File: src/rtl/match_ctrl.sv
// match_ctrl: round/match sequencer for a versus fighting game.
//
// Tracks per-player health and round wins, walks through
// IDLE -> INTRO -> FIGHT -> KO -> (INTRO | MATCH_END), and reports the
// winner of each round and of the match. Frame-based durations advance
// only on cycles where frame_tick is high.
//
// Ports:
//   Clk           single system clock
//   Reset         asynchronous, active-high reset
//   frame_tick    one-Clk pulse per video frame
//   start         one-Clk pulse from the decoded start key
//   hit_valid     bit i requests damage to player i
//   hit_dmg       damage for player i in bits [8i+7:8i]
//   state         IDLE=0, INTRO=1, FIGHT=2, KO=3, MATCH_END=4
//   health        per-player health, HW bits per player
//   wins          per-player round wins, WW bits per player
//   round_num     current round, 1-based, saturating at 15
//   timer         frame ticks remaining in the round
//   round_winner  winner of the last round, 7 = draw
//   match_winner  winner of the match, 7 = none
//
// Optional feature: define MATCH_CTRL_TIMEOUT_EN to enable the round
// timer. With it, the timer counts down on frame ticks during FIGHT and a
// round that reaches zero is awarded to the unique healthiest player
// (a tie is a draw). Without it, timer reads 0 and only a KO ends a round.

module match_ctrl #(
  parameter int NUM_PLAYERS   = 2,
  parameter int HEALTH_MAX    = 100,
  parameter int ROUNDS_TO_WIN = 2,
  parameter int INTRO_FRAMES  = 60,
  parameter int KO_FRAMES     = 120,
  parameter int ROUND_FRAMES  = 5400,
  localparam int HW = $clog2(HEALTH_MAX + 1),
  localparam int WW = $clog2(ROUNDS_TO_WIN + 1),
  localparam int TW = $clog2(ROUND_FRAMES + 1)
) (
  input  logic                      Clk,
  input  logic                      Reset,
  input  logic                      frame_tick,
  input  logic                      start,
  input  logic [NUM_PLAYERS-1:0]    hit_valid,
  input  logic [8*NUM_PLAYERS-1:0]  hit_dmg,
  output logic [2:0]                state,
  output logic [HW*NUM_PLAYERS-1:0] health,
  output logic [WW*NUM_PLAYERS-1:0] wins,
  output logic [3:0]                round_num,
  output logic [TW-1:0]             timer,
  output logic [2:0]                round_winner,
  output logic [2:0]                match_winner
);

  localparam int FRAMES_MAX = (INTRO_FRAMES > KO_FRAMES) ? INTRO_FRAMES : KO_FRAMES;
  localparam int FCW        = $clog2(FRAMES_MAX + 1);

  localparam logic [2:0]    NO_PLAYER = 3'd7;
  localparam logic [HW-1:0] FULL_HP   = HW'(HEALTH_MAX);
  localparam logic [WW-1:0] WIN_CAP   = WW'(ROUNDS_TO_WIN);
  localparam logic [3:0]    ROUND_CAP = 4'd15;

`ifdef MATCH_CTRL_TIMEOUT_EN
  localparam logic [TW-1:0] TIMER_LOAD = TW'(ROUND_FRAMES);
`else
  localparam logic [TW-1:0] TIMER_LOAD = '0;
`endif

  typedef enum logic [2:0] {
    ST_IDLE      = 3'd0,
    ST_INTRO     = 3'd1,
    ST_FIGHT     = 3'd2,
    ST_KO        = 3'd3,
    ST_MATCH_END = 3'd4
  } state_e;

  // ---------------------------------------------------------------------
  // State
  // ---------------------------------------------------------------------
  state_e         state_q, state_d;
  logic [FCW-1:0] frame_cnt_q, frame_cnt_d;
  logic [HW-1:0]  health_q [NUM_PLAYERS];
  logic [HW-1:0]  health_d [NUM_PLAYERS];
  logic [WW-1:0]  wins_q   [NUM_PLAYERS];
  logic [WW-1:0]  wins_d   [NUM_PLAYERS];
  logic [3:0]     round_q, round_d;
  logic [TW-1:0]  timer_q, timer_d;
  logic [2:0]     round_winner_q, round_winner_d;
  logic [2:0]     match_winner_q, match_winner_d;

  // ---------------------------------------------------------------------
  // Combinational helpers
  // ---------------------------------------------------------------------
  logic [HW-1:0]  hit_health [NUM_PLAYERS]; // health after this cycle's hits
  logic [2:0]     alive_cnt;                // players with hit_health > 0
  logic [2:0]     alive_idx;                // highest-index surviving player
  logic           champ_found;              // some player holds ROUNDS_TO_WIN
  logic [2:0]     champ_idx;
  logic           award;                    // a round win is credited this edge
  logic [2:0]     award_idx;

`ifdef MATCH_CTRL_TIMEOUT_EN
  logic           timeout;
  logic [HW-1:0]  top_health;
  logic [2:0]     top_idx;
  logic           top_tie;
`endif

  // Saturating damage and survivor count. Hits are evaluated for every
  // player in parallel so simultaneous hits land on the same edge.
  always_comb begin
    hit_health = health_q;
    alive_cnt  = '0;
    alive_idx  = '0;
    for (int unsigned i = 0; i < NUM_PLAYERS; i++) begin
      if (hit_valid[i]) begin
        if (32'(hit_dmg[8*i +: 8]) >= 32'(health_q[i])) begin
          hit_health[i] = '0;
        end else begin
          hit_health[i] = health_q[i] - HW'(hit_dmg[8*i +: 8]);
        end
      end
      if (hit_health[i] != '0) begin
        alive_cnt = alive_cnt + 3'd1;
        alive_idx = 3'(i);
      end
    end
  end

  // Match winner lookup; only one player can reach the cap since at most
  // one win is credited per round.
  always_comb begin
    champ_found = 1'b0;
    champ_idx   = '0;
    for (int unsigned i = 0; i < NUM_PLAYERS; i++) begin
      if (!champ_found && wins_q[i] == WIN_CAP) begin
        champ_found = 1'b1;
        champ_idx   = 3'(i);
      end
    end
  end

`ifdef MATCH_CTRL_TIMEOUT_EN
  // Healthiest player after this cycle's hits; a shared maximum is a tie.
  always_comb begin
    top_health = hit_health[0];
    top_idx    = '0;
    top_tie    = 1'b0;
    for (int unsigned i = 1; i < NUM_PLAYERS; i++) begin
      if (hit_health[i] > top_health) begin
        top_health = hit_health[i];
        top_idx    = 3'(i);
        top_tie    = 1'b0;
      end else if (hit_health[i] == top_health) begin
        top_tie = 1'b1;
      end
    end
  end

  // The tick that takes the timer from 1 to 0 ends the round.
  assign timeout = frame_tick && (timer_q <= TW'(1));
`endif

  // ---------------------------------------------------------------------
  // Next-state / datapath
  // ---------------------------------------------------------------------
  always_comb begin
    state_d        = state_q;
    frame_cnt_d    = frame_cnt_q;
    health_d       = health_q;
    wins_d         = wins_q;
    round_d        = round_q;
    timer_d        = timer_q;
    round_winner_d = round_winner_q;
    match_winner_d = match_winner_q;
    award          = 1'b0;
    award_idx      = '0;

    unique case (state_q)
      ST_IDLE, ST_MATCH_END: begin
        if (start) begin
          state_d        = ST_INTRO;
          frame_cnt_d    = '0;
          round_d        = 4'd1;
          timer_d        = TIMER_LOAD;
          match_winner_d = NO_PLAYER;
          for (int unsigned i = 0; i < NUM_PLAYERS; i++) begin
            health_d[i] = FULL_HP;
            wins_d[i]   = '0;
          end
        end
      end

      ST_INTRO: begin
        if (frame_tick) begin
          if (frame_cnt_q == FCW'(INTRO_FRAMES - 1)) begin
            state_d     = ST_FIGHT;
            frame_cnt_d = '0;
          end else begin
            frame_cnt_d = frame_cnt_q + 1'b1;
          end
        end
      end

      ST_FIGHT: begin
        health_d = hit_health;
`ifdef MATCH_CTRL_TIMEOUT_EN
        if (frame_tick && timer_q != '0) begin
          timer_d = timer_q - 1'b1;
        end
`endif
        // A KO is checked first so it takes precedence over a timeout
        // landing on the same edge.
        if (alive_cnt <= 3'd1) begin
          state_d     = ST_KO;
          frame_cnt_d = '0;
          if (alive_cnt == 3'd1) begin
            round_winner_d = alive_idx;
            award          = 1'b1;
            award_idx      = alive_idx;
          end else begin
            round_winner_d = NO_PLAYER;
          end
        end
`ifdef MATCH_CTRL_TIMEOUT_EN
        else if (timeout) begin
          state_d     = ST_KO;
          frame_cnt_d = '0;
          if (!top_tie) begin
            round_winner_d = top_idx;
            award          = 1'b1;
            award_idx      = top_idx;
          end else begin
            round_winner_d = NO_PLAYER;
          end
        end
`endif
      end

      ST_KO: begin
        if (frame_tick) begin
          if (frame_cnt_q == FCW'(KO_FRAMES - 1)) begin
            frame_cnt_d = '0;
            if (champ_found) begin
              state_d        = ST_MATCH_END;
              match_winner_d = champ_idx;
            end else begin
              state_d = ST_INTRO;
              timer_d = TIMER_LOAD;
              if (round_q != ROUND_CAP) begin
                round_d = round_q + 1'b1;
              end
              for (int unsigned i = 0; i < NUM_PLAYERS; i++) begin
                health_d[i] = FULL_HP;
              end
            end
          end else begin
            frame_cnt_d = frame_cnt_q + 1'b1;
          end
        end
      end

      default: begin
        state_d = ST_IDLE;
      end
    endcase

    // Credit the round win, saturating at ROUNDS_TO_WIN.
    for (int unsigned i = 0; i < NUM_PLAYERS; i++) begin
      if (award && award_idx == 3'(i) && wins_q[i] != WIN_CAP) begin
        wins_d[i] = wins_q[i] + 1'b1;
      end
    end
  end

  // ---------------------------------------------------------------------
  // Registers
  // ---------------------------------------------------------------------
  always_ff @(posedge Clk or posedge Reset) begin
    if (Reset) begin
      state_q        <= ST_IDLE;
      frame_cnt_q    <= '0;
      round_q        <= '0;
      timer_q        <= '0;
      round_winner_q <= NO_PLAYER;
      match_winner_q <= NO_PLAYER;
      for (int unsigned i = 0; i < NUM_PLAYERS; i++) begin
        health_q[i] <= FULL_HP;
        wins_q[i]   <= '0;
      end
    end else begin
      state_q        <= state_d;
      frame_cnt_q    <= frame_cnt_d;
      round_q        <= round_d;
      timer_q        <= timer_d;
      round_winner_q <= round_winner_d;
      match_winner_q <= match_winner_d;
      health_q       <= health_d;
      wins_q         <= wins_d;
    end
  end

  // ---------------------------------------------------------------------
  // Outputs
  // ---------------------------------------------------------------------
  always_comb begin
    health = '0;
    wins   = '0;
    for (int unsigned i = 0; i < NUM_PLAYERS; i++) begin
      health[i*HW +: HW] = health_q[i];
      wins[i*WW +: WW]   = wins_q[i];
    end
  end

  assign state        = state_q;
  assign round_num    = round_q;
  assign timer        = timer_q;
  assign round_winner = round_winner_q;
  assign match_winner = match_winner_q;

endmodule
File: config.mk
export PLATFORM = sky130hd
export DESIGN_NAME = match_ctrl
export DESIGN_NICKNAME = d
export VERILOG_FILES = /design/src/rtl/match_ctrl.sv
export SDC_FILE = /design/constraint.sdc
export NUM_CORES = 1
export LEC_CHECK = 0
export BUFFER_PORTS_ARGS = -buffer_cell sky130_fd_sc_hd__buf_2
export CAP_MARGIN = 20
export CORE_ASPECT_RATIO = 0.75
export CORE_MARGIN = 2
export CORE_UTILIZATION = 35
export CTS_CLUSTER_SIZE = 20
export DETAILED_ROUTE_END_ITERATION = 12
export PLACE_DENSITY = 0.63
export SLEW_MARGIN = 20
export SYNTH_ARGS = -nofsm -noshare
export SYNTH_HDL_FRONTEND = slang
export SYNTH_SLANG_ARGS = --single-unit
File: constraint.sdc
create_clock -name Clk -period 2.95 [get_ports Clk]
set_input_delay 0.59 -clock Clk [delete_from_list [all_inputs] [get_ports Clk]]
set_output_delay 0.59 -clock Clk [all_outputs]
set_load 0.02 [all_outputs]
Word-level counts from Yosys, hierarchy flattened
Index checks and enable logic that the tools add are counted.

Flip-flop bits (word level): 51. Word-level logic and storage cells: 126. Input bits: 22.

Eq/ne operators: 22. $add $sub $neg: 7. Muxes and demuxes: 57. Magnitude comparators: 3. Reductions and logical operators: 27.

Operators by type and width (number): 7-bit two-way mux (10); 14-bit two-way mux (4); 13-bit two-way mux (4); 3-bit two-way mux (16); 14-bit case mux with 3 select lines (1); 4-bit two-way mux (7); 7-bit case mux with 4 select lines (1); 13-bit case mux with 2 select lines (1); 2-bit inequality test (second input constant) (11); 5-bit AND reduction (4); 8-bit by 7-bit greater-or-equal comparator with 1-bit output (2); 7-bit nonzero test (2); 7-bit subtractor (2); 3-bit case mux with 4 select lines (1); 6-bit AND reduction (2); 2-bit nonzero test (5); 3-bit by 1-bit == test with 1-bit output (second input constant) (3); 1-bit two-way mux (8); 4-bit case mux with 2 select lines (1); 7-bit by 1-bit adder with 7-bit output (second input constant) (1); 7-bit by 6-bit == test with 1-bit output (second input constant) (1); 7-bit == test (second input constant) (1); 3-bit by 2-bit == test with 1-bit output (second input constant) (2); 3-bit zero test (2); other kinds (15) (24).

Logic depth before layout (Yosys ltp)
Gate-level depths: netlist of the first run.

Depth in word-level cells: 16. Mapped depth: 17.

Worst setup path before layout of the first run
Ideal clock, no wire load.

Path type: input-to-reg. Start point: input hit_dmg[0]. End point: register frame_cnt_q[6]. Setup slack: -476 ps. Data arrival time: 3316 ps. Required time: 2840 ps. Cell stages on the path: 15. Cell sequence: ha_1 -> inv_1 -> fa_1 -> a21o_1 -> a21oi_1 -> xnor2_1 -> nor4_1 -> and3_1 -> o21ai_0 -> ha_1 -> nand3b_1 -> a21o_1 -> nand3_1 -> or2_2 -> o41ai_1.

Longest elaborated chain between the ends: 10.

RTL lines: from (decl) (RTL line 44) `input logic [8*NUM_PLAYERS-1:0] hit_dmg,`; 7-bit subtractor or 8-bit by 7-bit greater-or-equal comparator with 1-bit output (tied branches) (RTL line 119, 116); 7-bit two-way mux * (RTL line 116) `if (32'(hit_dmg[8*i +: 8]) >= 32'(health_q[i])) begin`; 7-bit two-way mux * (RTL line 115) `if (hit_valid[i]) begin`; 7-bit nonzero test * (RTL line 122) `if (hit_health[i] != '0) begin`; 1-bit two-way mux * (RTL line 122); 3-bit by 1-bit adder with 3-bit output (RTL line 123) `alive_cnt = alive_cnt + 3'd1;`; 3-bit two-way mux * (RTL line 122); 3-bit by 1-bit <= comparator with 1-bit output * (RTL line 213) `if (alive_cnt <= 3'd1) begin`; 2-bit inequality test (no source line) *; 5-bit AND reduction (no source line) *; to (signal assigned) (RTL line 292) `frame_cnt_q <= frame_cnt_d;`; to (decl) (RTL line 80) `logic [FCW-1:0] frame_cnt_q, frame_cnt_d;`.

Mark *: on every way between the ends. The rest lies on a longest branch, timed or not. A chain may end at the register's enable or synchronous reset.

Final worst setup path of the first run
Start point: register health_q, in the netlist health[0]. End point: register frame_cnt_q[6].

Longest elaborated chain between the ends: 10.

RTL lines: from (decl) (RTL line 81) `logic [HW-1:0] health_q [NUM_PLAYERS];`; from (signal assigned) (RTL line 297) `health_q <= health_d;`; 7-bit subtractor or 8-bit by 7-bit greater-or-equal comparator with 1-bit output (tied branches) (RTL line 119, 116); 7-bit two-way mux (RTL line 116); 7-bit two-way mux * (RTL line 115); 7-bit nonzero test * (RTL line 122); 1-bit two-way mux * (RTL line 122); 3-bit by 1-bit adder with 3-bit output (RTL line 123); 3-bit two-way mux * (RTL line 122); 3-bit by 1-bit <= comparator with 1-bit output * (RTL line 213); 2-bit inequality test (no source line) *; 5-bit AND reduction (no source line) *.

Marked as above.

==> flow_summary.ini, run 1 <==
[outcome]
status = finished, violations left
violations = setup timing

[finish]
final_core_util = 0.5055
drive_gt1_frac = 0.4140
n_antenna_cell = 0
final_area_um2 = 4219
area_growth_pct = 41.56
nNetsFinal = 527
fillCellCount = 821

[route]
vias = 2834
drc = 0
drt-pass1-iter-count = 4
routed_wl_um = 7401
first_iter_violations = 115
drtAntennaViolNets = 0
wl_per_cell_um = 12.78
routed_via_density = 4.895

[logic_synthesis]
ys_ff_latch = 36
synth_simple_gate_area_share = 0.1919
avgSynthCellArea_um2 = 8.689
ys_types = 55
synthMuxAreaShare = 0.01469
ys.flop_type = dfrtp_1
ys_async_sr_fraction = 1.000
synthAdderAreaFrac = 0.1520
ys_seq_area_frac = 0.3065
syn_area_um2 = 2980
synth-compound-area-share = 0.2158
synth_top_family_by_area = compound AO/OA/AOI/OAI gates
synth_cells = 343
synth_edf_count = 0
ys_warn_count = 0
synth-xor-area-share = 0.02351

[clocking]
cts_tree = yes
clk_latency_ns = 0.28
cts_inserted_buffers = 5
clock_path_buffers = 2
cts-root-buf = clkbuf_16
cts_sinks = 36
htreeDepth = 2
clkTransAtPathRegs_ns = 0.05
cts-hold-fix-buffers = 0

[timing]
finalClockSkew_ns = 0.006362
finalSetupViolCount = 13
rsz0062_at_grt = true
hold_viol = 0
slew_headroom = 0.5639
worstMarginPinSlew_ns = 0.6451
fin_crit_ns = 3.183
finalWorstSetupSlack_ns = -0.2334
fin_crit_sh = 1.079
max_freq_mhz = 314.1
finalMaxSlewViolations = 0
holdWs_ns = 0.3930

[job]
cap_violations = 0

[grt]
antenna_found_initial = 0
gr-total-overflow = 0
grt_usage = 0.1611
grt_start_max_net_pins = 37
grt_pass1_wl_um = 12490
grt_pass1_vias = 2781

[pwr]
p_seq_frac = 0.333
cellPowerDensity_nw_per_um2 = 417.9
swShare = 0.3145
p_leak_nw = 2.100
intPower_w = 0.001209
p_switching_w = 0.0005546
comb_power_share = 0.334
clockPowerShare = 0.333
ir_worst_vdd_v = 0.0002372

[floorplan]
dieHeight_um = 83.92
die-area_um2 = 9277
fp-row-count = 29
num_io_pins = 66
dieWidth_um = 110.6
design.core.area_um2 = 8346
start_util = 0.3571

[setup_path]
rrSetupSlack_ns = -0.23
slowest_delay_ns = 0.41
cpMaxStageDelayCell = fa_2
cp_data_required_time_ns = 3.12
arrival_ns = 3.36
critPathBufInv = 2
cp_num_cells = 16
crit_chain = inv_1 -> ha_4 -> inv_2 -> fa_2 -> a211oi_2 -> o21bai_1 -> a21oi_2 -> xor2_1 -> and3_1 -> o21ai_2 -> ha_2 -> nand3b_1 -> a21o_1 -> nand3_4 -> or2_4 -> o41ai_2
reg2reg_depth = 16
critPathLaunchType = flip-flop
end_kind = flip-flop
crit_type = reg2reg
critPathMaxFanout = 6
cp_top_family = compound AO/OA/AOI/OAI gates

[placed_design]
place_area_um2 = 3839
numPortBuffers = 52
dp_hpwl_um = 5739
gp_congestion = 0.8469

[hold_path]
hold_path_class = in2async
[layout by cell type (no fill, tap or decap), drive strengths merged, types with 3 or more instances in the layout]
cell,n
nor3,5
ha,33
a211oi,3
a21oi,12
nand3b,5
nor4,5
inv,40
buf,127
dfstp,10
xor2,4
nor3b,3
xnor2,4
clkbuf,6
nor2b,5
a22o,9
nor2,23
nand2b,7
a2111oi,4
nand2,18
dfrtp,26
or2,4
nand3,10
o21ai,39
mux2,3
o21a,8
a21o,8
or4,3
conb,13
and3,5
[metrics by stage]
step / setup TNS, ns / setup WS (ns) / power (W) / std cells
2_1_floorplan: -0.8207 / -0.1017 / 0.0009534 / 355
3_3_place_gp: -5.122 / -0.4243 / 0.001075 / 553
3_5_place_dp: -5.543 / -0.4804 / 0.001084 / 553
4_1_cts: -2.298 / -0.2360 / 0.001737 / 578
5_1_grt: -4.363 / -0.4182 / 0.001866 / 579
6_report: -1.945 / -0.2334 / 0.001763 / 579
[tightest hold or removal path: stages]
cell and delay [ns]:
buf_2 0.09, inv_1 0.04, buf_4 0.38
[metal layers]
metal / up-vias / wire length (um) / GRT usage
li1: 1441 / - / -
met1: 1318 / 3627 / 0.2296
met2: 65 / 3303 / 0.2493
met3: 10 / 373 / 0.02760
met4: 0 / 96 / 0.05114
met5: - / 0 / 0
[cell families after synthesis]
| family | Yosys count |
|---|---|
| mux | 4 |
| simple gates | 103 |
| flops | 36 |
| other cells | 1 |
| buf+inv | 59 |
| xor+xnor | 8 |
| compound gates | 97 |
| fa+ha+maj | 35 |
[registers in the layout, indices dropped and copies added, names as in the netlist]
| signal | count |
|---|---|
| match_winner | 2 |
| round_num | 4 |
| round_winner | 2 |
| state | 3 |
| frame_cnt_q | 7 |
| wins | 4 |
| health | 14 |
[layout make-up]
| type | instances | area [um2] | share of cell area |
|---|---|---|---|
| clock inverter | 2 | 35.03 | 0.008304 |
| inverter | 40 | 150.1 | 0.03559 |
| clock buffer | 6 | 128.9 | 0.03055 |
| tap | 108 | 135.1 | 0.03203 |
| timing repair buffer | 127 | 827.0 | 0.1960 |
| sequential | 36 | 914.6 | 0.2168 |
| multi-input combinational | 260 | 2028 | 0.4807 |
[what timing repair did]
| action | in CTS | in global routing |
|---|---|---|
| resized for setup | 4 | 16 |
| setup buffers | 17 | 6 |
| setup endpoints to repair | 13 | 15 |
| pin swaps | 7 | 10 |
[cells in the mapped netlist (4+ instances only)]
| master | number | share of area |
|---|---|---|
| buf_4 | 15 | 0.038 |
| a21oi_1 | 11 | 0.018 |
| nor2b_1 | 5 | 0.010 |
| nand2b_1 | 7 | 0.015 |
| nand3_1 | 10 | 0.017 |
| nand3b_1 | 5 | 0.013 |
| dfstp_2 | 10 | 0.088 |
| a2111oi_0 | 4 | 0.012 |
| and3_1 | 5 | 0.010 |
| a22o_1 | 7 | 0.021 |
| nor4_1 | 4 | 0.0084 |
| or2_2 | 4 | 0.0084 |
| nand2_1 | 17 | 0.021 |
| xor2_1 | 4 | 0.012 |
| o21a_1 | 8 | 0.020 |
| ha_1 | 33 | 0.14 |
| a21o_1 | 8 | 0.020 |
| nor3_1 | 5 | 0.0084 |
| dfrtp_1 | 26 | 0.22 |
| o21ai_0 | 37 | 0.062 |
| nor2_1 | 23 | 0.029 |
| inv_1 | 40 | 0.050 |
| xnor2_1 | 4 | 0.012 |
[power groups by stage]
stage / clock [W] / sequential, W / combinational (W)
3_5_place_dp: 0 / 0.000592 / 0.000492
6_report: 0.000587 / 0.000587 / 0.000589
5_1_grt: 0.000625 / 0.000594 / 0.000647
4_1_cts: 0.000601 / 0.000584 / 0.000552
2_1_floorplan: 0 / 0.000588 / 0.000365
3_3_place_gp: 0 / 0.000591 / 0.000484
[final timing paths]
check | from | endpoint
min reg2reg | match_winner[0] | match_winner[0]
min | Reset | frame_cnt_q[0]
min in group Clk | match_winner[0] | match_winner[0]
max | health[0] | frame_cnt_q[6]
max in group asynchronous | Reset | match_winner[0]
max reg2reg | health[0] | frame_cnt_q[6]
(Power assumes the default switching activity.)
==> run 2, diff against run 1 <==
PLACE_DENSITY = 0.61   (was 0.63)
clock period = 3 ns   (was 2.95 ns; I/O delays follow)
==> run 2 against run 1 <==
The run still ends with setup timing left. Flip-flop and latch count unchanged. Via count decreased by 1.6%. Clock skew about the same. Worst hold slack improved by 0.032 ns. Critical path type unchanged. Critical endpoint is now wins[0].
==> flow_summary.ini, run 2 (synthesis results as in run 1) <==
[outcome]
status = finished, violations left
violations = setup timing

[setup_path]
critPathMaxFanout = 4
arrival_ns = 3.35
cp_data_required_time_ns = 3.16
end_kind = flip-flop
crit_type = reg2reg
critPathLaunchType = flip-flop

[timing]
finalClockSkew_ns = 0.005980
worstMarginPinSlew_ns = 0.5550
slew_headroom = 0.6248
finalSetupTns_ns = -0.8645
finalSetupViolCount = 11
fin_crit_ns = 3.186
hold_viol = 0
fin_crit_sh = 1.062
finalMaxSlewViolations = 0
rsz0062_at_grt = true
finalWorstSetupSlack_ns = -0.1856
max_freq_mhz = 313.9

[clocking]
clk_latency_ns = 0.28
cts-hold-fix-buffers = 0
cts_tree = yes
cts_sinks = 36
cts_inserted_buffers = 5
htreeDepth = 2
clkTransAtPathRegs_ns = 0.06
cts-root-buf = clkbuf_16
clock_path_buffers = 2

[finish]
fillCellCount = 835
n_antenna_cell = 0
final_area_um2 = 4075
layout_commonest_cell = buf_4
multi_input_area_um2 = 1994
largest_reg_flops = 14
layout.area.seq_um2 = 914.6
layout_common_cells = 59 x buf_4, 51 x buf_2, 36 x inv_1
nNetsFinal = 510
drive_gt1_frac = 0.3899
area_growth_pct = 36.73

[placed_design]
place_area_um2 = 3801
gp_congestion = 0.8193
dp_hpwl_um = 5882
numPortBuffers = 52

[grt]
grt_usage = 0.1658
gr-total-overflow = 0
grt_pass1_vias = 2710
grt_start_max_net_pins = 37
grt_pass1_wl_um = 12830
antenna_found_initial = 0

[route]
drtAntennaViolNets = 0
routed_wl_um = 7367
routed_via_density = 4.961
drc = 0
wl_met2_um = 3195
dr_wl_met3_um = 283
first_iter_violations = 123
wl_per_cell_um = 13.11
drt-pass1-iter-count = 4
routed.top_layer = met4
routedLengthMet1_um = 3781
vias = 2788

[hold_path]
hold_path_class = in2async

[pwr]
cellPowerDensity_nw_per_um2 = 422.0
p_leak_nw = 2.024
ir_worst_vdd_v = 0.0003009

[floorplan]
num_io_pins = 66
dieWidth_um = 110.6
design.core.area_um2 = 8346
dieHeight_um = 83.92
die-area_um2 = 9277
start_util = 0.3571
fp-row-count = 29

[job]
cap_violations = 0
run 2: cell count changes in the layout (fill, tap and decap cells not counted), sizes merged:
cell	change
clkinv	-1
clkbuf	+1
buf	-17
run 2: path summary, 6_finish.rpt:
check / startpoint / endpoint / slack (ns) / cells past startpoint
max reg2reg: health[7] / wins[0] / -0.19 / 14
max: health[7] / wins[0] / -0.19 / 14
min reg2reg: match_winner[0] / match_winner[0] / 0.46 / 2
max in group asynchronous: Reset / health[2] / 2.21 / 3
min: Reset / frame_cnt_q[0] / 0.42 / 3
min in group Clk: match_winner[0] / match_winner[0] / 0.46 / 2
run 2: area by class of cell:
type / instances / area share
multi-input combinational: 260 / 0.4894
sequential: 36 / 0.2244
timing repair buffer: 110 / 0.1713
clock buffer: 7 / 0.03746
inverter: 40 / 0.03684
tap: 108 / 0.03316
clock inverter: 1 / 0.007369
run 2: metrics by stage:
step	hold WS [ns]	total power (W)	utilization	instances	setup slack (ns)
after detailed placement	0.4547	0.001083	0.4555	548	-0.4189
after CTS	0.4461	0.001727	0.4819	558	-0.1680
after global placement	0.4531	0.001071	0.4555	548	-0.3473
after global routing	0.4762	0.001826	0.4883	562	-0.3242
final	0.4249	0.001720	0.4883	562	-0.1856
after floorplan	0.4816	0.0009343	-	355	-0.06168
run 2: power breakdown:
group	switching [W]	internal [W]	total, W	leakage, nW
clock	0.000193	0.000437	0.000630	0.0901
combinational	0.000283	0.000233	0.000516	1.48
sequential	0.0000494	0.000525	0.000574	0.457
total	0.000525	0.00119	0.00172	2.02
run 2: routing by layer:
metal  vias to the layer above  global-route usage
met5                         -                   0
met1                      1307              0.2408
met2                        63              0.2538
met3                         7             0.02977
met4                         0             0.04432
li1                       1411                   -
run 2: repair_timing:
action,4_1_cts,5_1_grt
pin swaps,9,12
endpoints found under the setup margin,13,13
gates resized for setup,5,7
setup buffers,2,4
run 2: critical path, stage by stage (launching register included):
cell and delay, ns:
dfrtp_2 0.41, inv_2 0.07, ha_4 0.13, inv_2 0.03, fa_2 0.37, a21o_1 0.18, a21oi_2 0.16, xnor2_2 0.09
nor4_1 0.23, and3_1 0.23, o21a_1 0.19, ha_4 0.22, or4_4 0.58, nand3_2 0.10, o21ai_2 0.06
==> run 3, diff against run 2 <==
CORE_ASPECT_RATIO = default   (was 0.75)
==> run 3 against run 2 <==
Routed wire length increased by 1.2%. Core utilization decreased by 0.19 points. Non-clock buffer count decreased by 3. The run still ends with setup timing left. Critical path depth decreased by 3. Worst hold slack got worse by 0.016 ns. Fmax decreased by 0.25%. Largest cell class unchanged. Final area decreased by 1.9%.
==> flow_summary.ini, run 3 (synthesis results as in run 1) <==
[setup_path]
critPathMaxFanout = 4
crit_path_start = health[9]
r2r_end = wins[1]
crit_type = reg2reg
cpMaxStageDelayCell = or4_4
rr_startpoint = health[9]
rrSetupSlack_ns = -0.19
arrival_ns = 3.36
critPathLaunchType = flip-flop
critPathBufInv = 0
cp_top_family = compound AO/OA/AOI/OAI gates
reg2reg_depth = 11
cp_data_required_time_ns = 3.17
crit_top_cell = ha_1
crit_chain = ha_1 -> o21ai_0 -> a21o_1 -> a21boi_0 -> nor4_2 -> and3_1 -> o21a_1 -> ha_1 -> or4_4 -> nand3_2 -> o21ai_1
slowest_delay_ns = 0.58
end_kind = flip-flop

[pwr]
p_leak_nw = 1.980
ir_worst_vdd_v = 0.0001809
cellPowerDensity_nw_per_um2 = 395.7

[grt]
grt_pass1_wl_um = 12200
grt_start_max_net_pins = 37
antenna_found_initial = 0
gr-total-overflow = 0
grt_pass1_vias = 2698
grt_usage = 0.1649

[finish]
nNetsFinal = 507
layout_common_cells = 55 x buf_4, 52 x buf_2, 36 x inv_1
area_growth_pct = 34.09
layout_commonest_cell = buf_4
finalNonFillerCells = 556
largest_reg_flops = 14
drive_gt1_frac = 0.3858
n_antenna_cell = 0

[timing]
finalMaxSlewViolations = 0
holdWs_ns = 0.4087
finalWorstSetupSlack_ns = -0.1936
slew_headroom = 0.6150
max_freq_mhz = 313.1
worstMarginPinSlew_ns = 0.5695
fin_crit_ns = 3.194
rsz0062_at_grt = true
finalClockSkew_ns = 0.003291
finalSetupViolCount = 13
fin_crit_sh = 1.065
hold_viol = 0

[floorplan]
die-area_um2 = 9270
num_io_pins = 66
start_util = 0.3627
dieHeight_um = 96.28
design.core.area_um2 = 8217
dieWidth_um = 96.28
fp-row-count = 33

[route]
first_iter_violations = 74
routed_wl_um = 7454
wl_per_cell_um = 13.41
drtAntennaViolNets = 0
drt-pass1-iter-count = 4
routed_via_density = 4.980
vias = 2769
drc = 0

[clocking]
cts_sinks = 36
clock_path_buffers = 2
clk_latency_ns = 0.28
cts_inserted_buffers = 5
cts-root-buf = clkbuf_8
clkTransAtPathRegs_ns = 0.07
cts_tree = yes
htreeDepth = 2

[placed_design]
gp_congestion = 0.9235
dp_hpwl_um = 5795
numPortBuffers = 52
preCtsSetupSlack_ns = -0.3893
dp.cells = 542

[outcome]
violations = setup timing
status = finished, violations left

[hold_path]
hold_path_class = in2async

[job]
cap_violations = 0
-- run 3: area by class of cell --
type                    count  area [um2]
clock buffers               7       96.34
repair buffers            107       673.1
inverters                  40       150.1
multi-input cells         260        2001
fillers                   823        4220
well taps                 105       131.4
flip-flops and latches     36       914.6
clock inverters             1       30.03
-- run 3: what timing repair did --
action | CTS | global route
setup endpoints to repair | 13 | 13
hold buffers | 0 | 0
resized for setup | 5 | 9
setup buffers | 3 | 3
pin swaps | 11 | 8
-- run 3: where the power goes --
| group | internal (W) | switching (W) |
|---|---|---|
| combinational | 0.000245 | 0.000291 |
| sequential | 0.000524 | 0.0000516 |
| clock | 0.000293 | 0.000177 |
| total | 0.00106 | 0.000519 |
-- run 3: metrics by stage --
stage	util	area, um2	power (W)	TNS [ns]
floorplan	-	3147	0.0009343	-0.4055
global placement	0.4594	3775	0.001071	-3.910
detailed placement	0.4594	3775	0.001081	-4.539
finish	0.4864	3996	0.001581	-1.776
CTS	0.4789	3935	0.001566	-1.018
global route	0.4864	3996	0.001677	-4.302
-- run 3: worst max path at each step --
stage / slack [ns] / to / cells past startpoint
after floorplan: -0.06 / wins[2] / 13
after global placement: -0.34 / wins[2] / 14
after detailed placement: -0.39 / frame_cnt_q[4] / 16
after CTS: -0.13 / frame_cnt_q[6] / 16
after global routing: -0.39 / frame_cnt_q[6] / 16
final: -0.19 / wins[1] / 11
-- run 3: layer usage --
layer | vias up | GRT usage | share of wire
met1 | 1303 | 0.2190 | 0.47
li1 | 1400 | - | -
met2 | 56 | 0.2830 | 0.48
met3 | 10 | 0.02036 | 0.037
met5 | - | 0 | 0
met4 | 0 | 0.04167 | 0.015
-- run 3: worst reg2reg max path: stages (launching register included) --
cell and delay, ns:
dfstp_2 0.55, ha_1 0.27, o21ai_0 0.23, a21o_1 0.14, a21boi_0 0.39, nor4_2 0.07, and3_1 0.18, o21a_1 0.18
ha_1 0.33, or4_4 0.58, nand3_2 0.07, o21ai_1 0.07
